File: src/rtl/jtdsp16_prog.sv
// jtdsp16_prog: ROM loader for the DSP16 core.
// Packs a host byte stream into 16-bit words and writes them to the
// core's internal ROM at consecutive addresses, one write strobe per word.
// Also reports progress (busy/done), late bytes (overflow) and a running
// modulo-2^16 checksum of every word written since the last start.
module jtdsp16_prog #(
    parameter int AW       = 12,
    parameter int WORDS    = 4096,
    parameter bit HI_FIRST = 1'b1
) (
    input  logic          clk,
    input  logic          rst,
    input  logic          start,
    input  logic [7:0]    dl_data,
    input  logic          dl_valid,
    output logic          dl_ready,
    output logic [AW-1:0] prog_addr,
    output logic [15:0]   prog_data,
    output logic          prog_we,
    output logic          busy,
    output logic          done,
    output logic          overflow,
    output logic [15:0]   checksum
);

    // The word counter must be able to hold WORDS itself, hence the +1.
    localparam int            CW   = $clog2(WORDS + 1);
    localparam logic [CW-1:0] LAST = CW'(WORDS - 1);

    typedef enum logic [2:0] {
        IDLE,
        BYTE0,
        BYTE1,
        WRITE,
        FULL
    } state_t;

    state_t        state_reg;
    logic [CW-1:0] count_reg;
    logic          handshake;

    // dl_ready is itself a register, so a handshake only depends on it
    // and on the host's valid.
    assign handshake = dl_valid & dl_ready;

    // Loader FSM; every output is a register updated alongside the state.
    // prog_data is assembled in place: the first byte lands in its half
    // while prog_we is low, the second completes the word on entry to WRITE.
    always_ff @(posedge clk) begin
        if (rst) begin
            state_reg <= IDLE;
            count_reg <= '0;
            prog_addr <= '0;
            prog_data <= '0;
            prog_we   <= 1'b0;
            dl_ready  <= 1'b0;
            busy      <= 1'b0;
            done      <= 1'b0;
            overflow  <= 1'b0;
            checksum  <= '0;
        end else if (start) begin
            // Restart from any state; a pending half word is simply dropped.
            state_reg <= BYTE0;
            count_reg <= '0;
            prog_addr <= '0;
            prog_we   <= 1'b0;
            dl_ready  <= 1'b1;
            busy      <= 1'b1;
            done      <= 1'b0;
            overflow  <= 1'b0;
            checksum  <= '0;
        end else begin
            case (state_reg)
                IDLE: begin
                    prog_we <= 1'b0;
                end
                BYTE0: begin
                    if (handshake) begin
                        if (HI_FIRST) prog_data[15:8] <= dl_data;
                        else          prog_data[7:0]  <= dl_data;
                        state_reg <= BYTE1;
                    end
                end
                BYTE1: begin
                    if (handshake) begin
                        if (HI_FIRST) prog_data[7:0]  <= dl_data;
                        else          prog_data[15:8] <= dl_data;
                        state_reg <= WRITE;
                        dl_ready  <= 1'b0;
                        prog_we   <= 1'b1;
                    end
                end
                WRITE: begin
                    prog_we   <= 1'b0;
                    checksum  <= checksum + prog_data;
                    count_reg <= count_reg + CW'(1);
                    dl_ready  <= 1'b1;
                    if (count_reg == LAST) begin
                        // Image complete: address stays on the last word.
                        state_reg <= FULL;
                        done      <= 1'b1;
                        busy      <= 1'b0;
                    end else begin
                        prog_addr <= prog_addr + AW'(1);
                        state_reg <= BYTE0;
                    end
                end
                FULL: begin
                    // Late bytes are swallowed so the host never stalls.
                    if (handshake) overflow <= 1'b1;
                end
                default: begin
                    state_reg <= IDLE;
                    prog_we   <= 1'b0;
                    dl_ready  <= 1'b0;
                    busy      <= 1'b0;
                end
            endcase
        end
    end

endmodule

File: config.mk
export PLATFORM = sky130hd
export DESIGN_NAME = jtdsp16_prog
export DESIGN_NICKNAME = d
export VERILOG_FILES = /design/src/rtl/jtdsp16_prog.sv
export SDC_FILE = /design/constraint.sdc
export NUM_CORES = 1
export LEC_CHECK = 0
export CAP_MARGIN = 20
export CORE_UTILIZATION = 53
export DETAILED_ROUTE_END_ITERATION = 10
export HOLD_SLACK_MARGIN = 0.05
export PLACE_DENSITY = 0.8
export SLEW_MARGIN = 20
export SYNTH_ARGS = -nofsm -noshare
export SYNTH_HDL_FRONTEND = slang
export SYNTH_SLANG_ARGS = --single-unit
File: constraint.sdc
create_clock -name clk -period 2.6 [get_ports clk]
set_input_delay 0.65 -clock clk [delete_from_list [all_inputs] [get_ports clk]]
set_output_delay 0.65 -clock clk [all_outputs]
set_load 0.01 [all_outputs]
; After elaboration in Yosys (flattened, before gate mapping)
; Index checks and enable logic that the tools add are counted.
[totals]
register_bits = 65
in_bits = 12
word_cells = 67
[classes]
addsub = 3
n_eq_ne = 13
mux = 16
bitwise_logic = 7
n_reduce_logical = 16
[op_table]
columns = operator, n
row1 = case mux 16 bit (2 select lines), 1
row2 = adder 16 bit, 1
row3 = two-way mux 16 bit, 1
row4 = "adder 13 x 1 -> 13 bit, second input constant", 1
row5 = "equality test 13 x 12 -> 1 bit, second input constant", 1
row6 = "adder 12 x 1 -> 12 bit, second input constant", 1
row7 = case mux 3 bit (4 select lines), 1
row8 = AND reduction 2 bit, 6
row9 = two-way mux 3 bit, 3
row10 = "!= test 3 bit, second input constant", 3
row11 = two-way mux 8 bit, 1
row12 = AND reduction 4 bit, 2
row13 = "equality test 3 x 2 -> 1 bit, second input constant", 2
row14 = two-way mux 1 bit, 6
row15 = "!= test 2 x 1 -> 1 bit, second input constant", 3
row16 = inverter 1 bit, 6
row17 = AND reduction 3 bit, 2
row18 = OR reduction 2 bit, 3
row19 = "!= test 2 bit, second input constant", 2
row20 = case mux 1 bit (2 select lines), 2
row21 = OR reduction 4 bit, 1
row22 = "equality test 3 x 1 -> 1 bit, second input constant", 1
row23 = "equality test 3 bit, second input constant", 1
row24 = zero test 3 bit, 1
row25 = 3 further kinds, 3

; Depth between registers and ports, before layout
[depth]
word_depth = 4
mapped_depth = 8
depth_no_buf = 8

; Least setup slack after synthesis
; OpenSTA, ideal clock, no wires.
[synth_timing]
path_type = register -> register
startpoint = register prog_data[0]
endpoint = register checksum[12]
t_arrival_ns = 1.855
required_time_ns = 2.477
path_slack_ns = 0.621
stages_incl_launch_ff = 9
path_buffers = 0
period_less_slack_ns = 1.979
cell_sequence = dfxtp_1 ha_1 fa_1 a21oi_1 nand4b_1 nand2_1 a31oi_1 mux2i_1 o22ai_1
[synth_between]
elab_chain_cells = 1
[synth_lines]
columns = element, line_no
row1 = "start, declared", 18  ; output logic [15:0] prog_data,
row2 = "start signal, assigned", 80  ; else prog_data[7:0] <= dl_data;
row3 = "start signal, assigned", 86  ; if (HI_FIRST) prog_data[7:0] <= dl_data;
row4 = adder 16 bit, 95  ; checksum <= checksum + prog_data;
row5 = "end signal, assigned", 95
row6 = "end, declared", 23  ; output logic [15:0] checksum
; No other way between the ends.
; A chain may end at the register's enable or synchronous reset.

; Worst setup path in the final report
; Same ends and word-level chain as after synthesis.

==> impl_metrics.toml <==
[floorplan]
fp-row-count = 29
die_x_microns = 82.9
fp.dieH_microns = 82.9
core_area_sq_um = 6350
ios = 61
initial_core_util_pct = 54.6
die-area_sq_um = 6870

[sta]
skew_ns = 0.00844
finalSetupViolCount = 0
maxSlewViolCount = 0
max-slew-margin-rel_pct = 65.5
worst_slew_pin_slew_ns = 0.516
grt_setup_unrepaired = "false"
max_freq_mhz = 443
hold_viol_final = 0
setup_slack_ns = 0.341
tns_ns = 0
finalCritPeriodShare_pct = 86.9
min_period_ns = 2.26

[cts]
hold_buffers = 0
clock-sinks = 65
cts_buffers = 9
clock_latency_ns = 0.35
clk_pin_slew_worst_paths_ns = 0.07
cts_resized = 0
ctsHtreeMaxLevel = 3
cts_root_buffer = "clkbuf_8"
clk_path_buf_depth = 2
postCtsSetupBuffers = 0
cts_tree = "yes"

[worst_hold_path]
min_path_type = "reg2reg"

[power]
irDropWorstVdd_uv = 449
p_leak_nw = 1.65
p_per_area_nw_per_um2 = 476

[finish]
n_antenna_cell = 0
fin_nets = 496
drive_gt1_share_pct = 8.92
syn_to_final_growth_pct = 24.7
fin_cells = 548

[global_route]
grt-busiest-layer = "met2"
use_met1_pct = 34.3
gr-usage-all-layers_pct = 26.2
grt.met3_usage_pct = 4.08
grt_max_degree = 21
grt_pass1_wl_microns = 14600
gr-usage-met2_pct = 43.2
antenna_found_initial = 0
overflow = 0
grt_pass1_vias = 3039

[setup_path]
worstSetupPathType = "reg2reg"
crit_fanout = 4
cp.arrival_ns = 2.49
worstSetupEndpointType = "flip-flop"
rrSetupSlack_ns = 0.34
critPathRequiredTime_ns = 2.83
start_kind = "flip-flop"

[yosys]
synth.avg_cell_area_sq_um = 8.52
synth_edf_count = 0
ys_ff_latch = 65
synth_cell_types = 65
syn-instance-count = 407
yosysMostFrequentCell = "dfxtp_1"
synth_top_area_share_pct = 37.5
syn_nets = 437
seq_area_frac_synth_pct = 37.5
netlist_area_sq_um = 3470
ys.flop_type = "dfxtp_1"
synth_common_cells = "dfxtp_1 (65), nor2_1 (58), nand2_1 (44), a21oi_1 (34), nand3_1 (27)"
yosysTopAreaCell = "dfxtp_1"
synthArstFlopShare_pct = 0
synth.area.top_cells = "dfxtp_1 (38%), nor2_1 (6.3%), ha_1 (6.1%)"
yosys_warnings = 0

[placed_design]
dpl.cell_count = 532
io_buffer_count = 60
place_ws_ns = 0.251
place.gp.congestion = 1.00
dpl.hpwl_microns = 6490

[routing]
drc = 0
first_pass_iters = 4
vias = 3171
final_antenna_net_count = 0
viasPerCell = 5.79
drt_wl_total_microns = 8820
avgRoutedWirePerCell_microns = 16.1
drt_iter0_drc = 203

[run_status]
status = "completed"

[job]
cap_violations = 0
## metrics by stage
step / power (W) / utilization [%] / hold WS (ns) / cell area (sq um)
detailed placement: 0.00112 / 64.7 / 0.466 / 4110
global route: 0.00211 / 68.1 / 0.502 / 4320
floorplan: 0.00108 / - / 0.465 / 3470
finish: 0.00206 / 68.1 / 0.473 / 4320
CTS: 0.00207 / 68.1 / 0.478 / 4320
global placement: 0.00112 / 64.7 / 0.451 / 4110
## cells by family after synthesis
| family | count (synthesis) | synth area share [%] |
|---|---|---|
| buf+inv | 27 | 4.29 |
| flops | 65 | 37.5 |
| mux | 10 | 2.89 |
| simple gates | 177 | 25.8 |
| xor+xnor | 30 | 7.58 |
| fa+ha+maj | 18 | 6.71 |
| compound gates | 80 | 15.2 |
## layout by cell type (no fill, tap or decap), types with 3 or more instances in the layout
cell type        count
nand2_1             44
o21ai_0              7
buf_4                9
nor4_1               3
nand4_1              8
or4_1                4
clkbuf_8             9
o21ai_2              3
nor2b_1              3
and3_1               5
mux2i_1             10
a211oi_1             3
a21oi_1             34
dfxtp_1             65
xor2_1              20
nor2_1              58
a21o_1               4
clkdlybuf4s50_1     60
ha_1                17
a31oi_1              4
nand3_1             27
xnor2_1             10
inv_1                6
## cell type report
| class | count | area [sq um] |
|---|---|---|
| Inverter | 6 | 22.5 |
| Sequential cell | 65 | 1300 |
| Tap cell | 77 | 96.3 |
| Clock buffer | 9 | 124 |
| Clock inverter | 7 | 93.8 |
| Multi-Input combinational cell | 315 | 2020 |
| Timing Repair Buffer | 69 | 668 |
| Fill cell | 515 | 2030 |
## per-layer routing
metal / part of all wire, % / wire (microns)
met1: 45 / 3960
met2: 48 / 4210
met3: 5.2 / 454
met4: 2.1 / 186
met5: 0 / 0
## path summary, 6_finish.rpt
| check | startpoint | end | depth (start not counted) |
|---|---|---|---|
| max | prog_data[0] | checksum[12] | 8 |
| min | checksum[7] | checksum[7] | 2 |
| max reg2reg | prog_data[0] | checksum[12] | 8 |
| min reg2reg | checksum[7] | checksum[7] | 2 |
## where the power goes
group | internal, W | switching (W) | leakage [nW]
combinational | 0.0000388 | 0.0000494 | 1.02
sequential | 0.00100 | 0.00000881 | 0.524
clock | 0.000539 | 0.000420 | 0.106
## worst max-delay path: stages, from the launching register on
cell,delay [ns]
dfxtp_1,0.33
ha_1,0.27
fa_1,0.43
a21oi_1,0.21
nand4b_1,0.16
nand2_1,0.14
a31oi_1,0.29
mux2i_1,0.22
o22ai_1,0.09
Note: power is estimated with default switching activity, not from simulation.
